### src/rtl/dcim_feeder.sv
// Bit-plane transmitter for the 4-column DCIM accumulator: 4 MSB-first beats per activation vector.
// Optional DCIM_FEEDER_OREG_EN adds one output register stage on out_valid/d1..d4.
module dcim_feeder (
  input  logic         clk,
  input  logic         rst_n,
  input  logic         w_load,
  input  logic [1:0]   w_col,
  input  logic [127:0] w_data,
  output logic         w_ready,
  input  logic         act_valid,
  input  logic [127:0] act_data,
  output logic         act_ready,
  output logic         out_valid,
  output logic [127:0] d1,
  output logic [127:0] d2,
  output logic [127:0] d3,
  output logic [127:0] d4
);

  localparam logic [0:0] ST_IDLE   = 1'b0;
  localparam logic [0:0] ST_STREAM = 1'b1;

  logic [0:0]   state_q, state_d;
  logic [1:0]   beat_q, beat_d;
  logic [127:0] act_q, act_d;
  logic [127:0] w_q [4];
  logic         accept_s;
  logic         w_wr_s;
  logic         valid_s;
  logic [127:0] d_s [4];

  // Lane i keeps its weight nibble only when activation bit (3-beat) of lane i is set.
  function automatic logic [127:0] mask_plane(input logic [127:0] w, input logic [127:0] a,
                                              input logic [1:0] beat);
    logic [127:0] r;
    logic [1:0]   sel;
    r   = 128'd0;
    sel = 2'd3 - beat;
    for (int i = 0; i < 32; i++) begin
      r[4*i +: 4] = w[4*i +: 4] & {4{a[4*i + int'(sel)]}};
    end
    return r;
  endfunction

  assign w_ready   = rst_n & (state_q == ST_IDLE);
  assign act_ready = rst_n & ((state_q == ST_IDLE) ? ~w_load : (beat_q == 2'd3));
  assign accept_s  = act_valid & act_ready;
  assign w_wr_s    = w_load & w_ready;

  // Next-state: beat sequencing and back-to-back reload at beat 3.
  always_comb begin
    state_d = state_q;
    beat_d  = beat_q;
    if (accept_s) begin
      act_d = act_data;
    end else begin
      act_d = act_q;
    end
    case (state_q)
      ST_IDLE: begin
        if (accept_s) begin
          state_d = ST_STREAM;
          beat_d  = 2'd0;
        end else begin
          state_d = ST_IDLE;
        end
      end
      ST_STREAM: begin
        if (beat_q == 2'd3) begin
          beat_d = 2'd0;
          if (accept_s) begin
            state_d = ST_STREAM;
          end else begin
            state_d = ST_IDLE;
          end
        end else begin
          beat_d = beat_q + 2'd1;
        end
      end
      default: begin
        state_d = ST_IDLE;
        beat_d  = 2'd0;
      end
    endcase
  end

  // Control state with synchronous active-low reset.
  always_ff @(posedge clk) begin
    if (!rst_n) begin
      state_q <= ST_IDLE;
      beat_q  <= 2'd0;
    end else begin
      state_q <= state_d;
      beat_q  <= beat_d;
    end
  end

  // Activation buffer and weight store carry no reset; outputs are masked while idle.
  always_ff @(posedge clk) begin
    act_q <= act_d;
    if (w_wr_s) begin
      w_q[w_col] <= w_data;
    end
  end

  // Beat data forced to zero whenever no beat is being presented.
  always_comb begin
    valid_s = (state_q == ST_STREAM);
    for (int c = 0; c < 4; c++) begin
      if (valid_s) begin
        d_s[c] = mask_plane(w_q[c], act_q, beat_q);
      end else begin
        d_s[c] = 128'd0;
      end
    end
  end

`ifdef DCIM_FEEDER_OREG_EN
  logic         out_valid_q;
  logic [127:0] d_q [4];

  // Extra output stage; reset clears it so the stream aborts cleanly.
  always_ff @(posedge clk) begin
    if (!rst_n) begin
      out_valid_q <= 1'b0;
      for (int c = 0; c < 4; c++) d_q[c] <= 128'd0;
    end else begin
      out_valid_q <= valid_s;
      for (int c = 0; c < 4; c++) d_q[c] <= d_s[c];
    end
  end

  assign out_valid = out_valid_q;
  assign d1 = d_q[0];
  assign d2 = d_q[1];
  assign d3 = d_q[2];
  assign d4 = d_q[3];
`else
  assign out_valid = valid_s;
  assign d1 = d_s[0];
  assign d2 = d_s[1];
  assign d3 = d_s[2];
  assign d4 = d_s[3];
`endif

endmodule

### config.mk
export PLATFORM = sky130hd
export DESIGN_NAME = dcim_feeder
export DESIGN_NICKNAME = d
export VERILOG_FILES = /design/src/rtl/dcim_feeder.sv
export SDC_FILE = /design/constraint.sdc
export NUM_CORES = 1
export LEC_CHECK = 0
export CAP_MARGIN = 10
export CORE_AREA = 2 2 299 301
export DETAILED_ROUTE_END_ITERATION = 6
export DIE_AREA = 0 0 301 303
export GPL_TIMING_DRIVEN = 0
export HOLD_SLACK_MARGIN = 0.12
export PLACE_DENSITY = 0.5
export SETUP_SLACK_MARGIN = 0.15
export SLEW_MARGIN = 20
export SYNTH_ARGS = -nofsm -noshare
export SYNTH_HDL_FRONTEND = slang
export SYNTH_SLANG_ARGS = --single-unit
export TNS_END_PERCENT = 1
### constraint.sdc
create_clock -name clk -period 19.44 [get_ports clk]
set_input_delay 3.888 -clock clk [delete_from_list [all_inputs] [get_ports clk]]
set_output_delay 3.888 -clock clk [all_outputs]
set_load 0.02 [all_outputs]
==> flow_summary.rst <==
.. list-table::
   :header-rows: 1

   * - Metric
     - Value
   * - R2R setup slack
     - 16.14 ns
   * - Timing endpoint of the critical path
     - w_ready
   * - Hold Fails Final Rpt
     - 0
   * - Area Growth Syn to Fin
     - 50.8%
   * - Aggregate global-route resource usage
     - 0.163
   * - Placer Congestion
     - between 0.8 and 0.9
   * - Crit path DAT
     - 5.40 ns
   * - Remaining antenna violation count after routing
     - 0
   * - Worst setup startpoint
     - rst_n
   * - Chip width
     - 301 um
   * - Final-layout fill cell count
     - 8074
   * - Number of DRC violations after detailed-routing iteration 0
     - 815
   * - Routed wire length per instance
     - 22.2 um
   * - Worst clock skew
     - between 0.03 and 0.04 ns
   * - Post-layout nets
     - about 2.5k
   * - Highest attainable clock frequency
     - 0.108 GHz
   * - Root Driver
     - sky130_fd_sc_hd__clkbuf_16
   * - Synth cell types
     - 26
   * - Max FO, Critical Path
     - 6
   * - Crit path required time
     - 15.55 ns
   * - Seq cells post-synth
     - 643
   * - Yosys warning total
     - 0
   * - Post-route total power
     - 3.17 mW
   * - TritonCTS Buffers
     - 73
   * - Initial core utilization
     - 0.275
   * - Startpoint type of the worst setup path
     - input port
   * - H-tree levels
     - 3
   * - End-of-flow core utilization
     - 0.414
   * - Number of vias per cell
     - around 4.2
   * - Longest Clk Path Bufs
     - 3
   * - R2R Path End
     - w_q[1][39]
   * - Sequential area share after synthesis
     - 0.798
   * - Post-cts hold buffer count
     - 0
   * - Actual slew at the worst max-slew pin
     - 0.709 ns
   * - Worst reg2reg startpoint
     - out_valid
   * - Core footprint
     - 0.0880 mm^2
   * - Count of boundary I/O pins
     - 777
   * - Final Critical Period
     - 9.29 ns
   * - Setup repair after global routing missed its margin
     - no
   * - Remaining global-route overflow
     - 0
   * - Max-Cap Viols
     - 0
   * - Buffer count from post-CTS setup fixing
     - 0
   * - Start-to-end type of the worst setup path
     - in -> out
   * - Clock tree from TritonCTS
     - done
   * - Estimated wirelength of the detail-placed design
     - 59600 um
   * - Post-synthesis net count
     - 1586
   * - Die footprint
     - 0.0912 mm^2
   * - Vias after detailed routing
     - roughly 14k
   * - Maximum number of pins on one net before global-route repair
     - 51
   * - Number of optimization iterations in the first detailed-route pass
     - 5
   * - Drt drc
     - 0
   * - Final critical-path share of the clock period
     - 0.478
   * - Total of cells resized after clock tree synthesis
     - 0
   * - Count of port buffers added during placement
     - 776
   * - Hold_ws
     - 0.572 ns
   * - Setup crit end kind
     - output port
   * - Final setup violation count
     - 0
   * - Number of slew-limit violations in the final report
     - 0
   * - Vias in the first global route
     - approximately 15k
   * - Share of post-route cells with drive strength above 1
     - 0.112
   * - Cell area after synthesis
     - 0.0242 mm^2
   * - Class of the tightest hold or removal check
     - reg -> reg
   * - First-pass GRT wire length
     - 107000 um
   * - CTS sink count
     - 643
   * - Clock latency of the later-clocked register in the worst-skew pair
     - 0.62 ns
   * - Standard-cell rows
     - 109
   * - Die Ht
     - 303 um
   * - Areal power density over the cells
     - 87.0 mW/mm^2
   * - Clock-pin slew on the worst setup and hold paths
     - 0.06 ns
   * - Register-to-Register Path Depth
     - 11
   * - Max IR drop VDD
     - 0.0721 mV
   * - Avg Inst Size Synth
     - 18.3 um^2
   * - Antenna violations before repair
     - 14
   * - Total Wirelength
     - 76800 um
   * - Cell count after synthesis
     - about 1.3k
   * - Run status
     - completed
   * - Max-slew headroom at the worst pin
     - 0.528
   * - Leakage power
     - between 10 and 15 nW
-- cell usage after synthesis (all sizes together) --
library cell    n  area (um^2)
o21ai           2         10.0
ha              1         12.5
dfxtp           3         60.1
clkbuf          2         15.0
mux2i          64          641
nand2           5         21.3
and2          512         3200
nor3b           2         15.0
buf            45          467
edfxtp        640        19200
inv             1         3.75
nor2b           1         6.26
and3            1         6.26
o22ai          32          400
nand3b          2         15.0
and4            1         8.76
nor2            1         3.75
nand2b          3         18.8
nor3            1         5.00
a21boi          3         22.5
mux2            1         11.3
-- worst min path at each step --
stage | startpoint | end | slack (ns) | cells past startpoint
final | beat_q[1] | beat_q[1] | 0.57 | 2
after global routing | beat_q[1] | beat_q[1] | 0.61 | 2
after CTS | beat_q[1] | beat_q[1] | 0.59 | 2
after detailed placement | beat_q[1] | beat_q[1] | 0.58 | 2
after global placement | beat_q[1] | beat_q[1] | 0.58 | 2
after floorplan | beat_q[1] | beat_q[1] | 0.52 | 2
-- routing by layer --
layer  up-vias  GRT usage  part of all wire
li1       6657          -                 -
met1      7123      0.180              0.37
met2       527      0.287              0.51
met3       137     0.0589             0.087
met4        10     0.0596             0.031
met5         -          0           0.00099
-- logic make-up (layout without fill, tap and decap cells) --
| logic type | after synthesis | after routing | synth area share |
|---|---|---|---|
| DFF | 643 | 643 | 0.798 |
| and+or+nand+nor | 529 | 529 | 0.137 |
| muxes | 65 | 65 | 0.0270 |
| buffers and inverters | 48 | 1020 | 0.0201 |
| AOI/OAI and AO/OA | 37 | 37 | 0.0179 |
| adders and majority gates | 1 | 1 | 0.000518 |
| other | 0 | 8 | 0 |
-- power breakdown --
part / internal, mW / total, mW / leakage (nW) / switching, mW
registers: 1.56 / 1.56 / 5.84 / 0.00534
clock network: 0.786 / 1.35 / 1.16 / 0.561
logic: 0.130 / 0.261 / 5.28 / 0.132
total: 2.47 / 3.17 / 12.3 / 0.699
-- metrics by stage --
step / TNS (ns) / setup WS, ns / std cells / instance area (um^2)
floorplan: 0 / 4.87 / 1323 / 24200
global placement: -1761.13 / -4.93 / 3264 / 33400
detailed placement: 0 / 10.17 / 3330 / 34100
CTS: 0 / 10.16 / 3460 / 36400
global route: 0 / 10.08 / 3466 / 36400
finish: 0 / 10.15 / 3468 / 36500
-- area by class of cell --
class,count,area (um^2),area share
Tap cell,1165,1460,0.0400
Antenna cell,8,20.0,0.000549
Buffer,47,482,0.0132
Sequential cell,643,19300,0.529
Clock buffer,86,1900,0.0520
Clock inverter,44,470,0.0129
Timing Repair Buffer,842,8420,0.231
Multi-Input combinational cell,632,4420,0.121
Inverter,1,3.75,0.000103
-- registers in the layout, summed over array words and instances (netlist names) --
name / count
act_q: 128
beat_q: 2
out_valid: 1
w_q: 512
-- layout by cell type, fill, tap and decap left out, types with 4 or more instances in the layout --
master	count
sky130_fd_sc_hd__buf_6	50
sky130_fd_sc_hd__and2_1	512
sky130_fd_sc_hd__buf_2	6
sky130_fd_sc_hd__clkbuf_1	12
sky130_fd_sc_hd__clkdlybuf4s50_1	776
sky130_fd_sc_hd__nand2_1	4
sky130_fd_sc_hd__buf_16	4
sky130_fd_sc_hd__clkinv_2	14
sky130_fd_sc_hd__bufinv_16	6
sky130_fd_sc_hd__clkinv_4	4
sky130_fd_sc_hd__edfxtp_1	640
sky130_fd_sc_hd__o22ai_2	32
sky130_fd_sc_hd__mux2i_1	64
sky130_fd_sc_hd__clkbuf_16	74
sky130_fd_sc_hd__buf_4	48
sky130_fd_sc_hd__diode_2	8
sky130_fd_sc_hd__clkinv_1	13
-- critical path, stage by stage --
cell	delay [ns]
sky130_fd_sc_hd__clkdlybuf4s50_1	0.56
sky130_fd_sc_hd__nor2b_1	0.27
sky130_fd_sc_hd__clkdlybuf4s50_1	0.68
(Power assumes the default switching activity.)
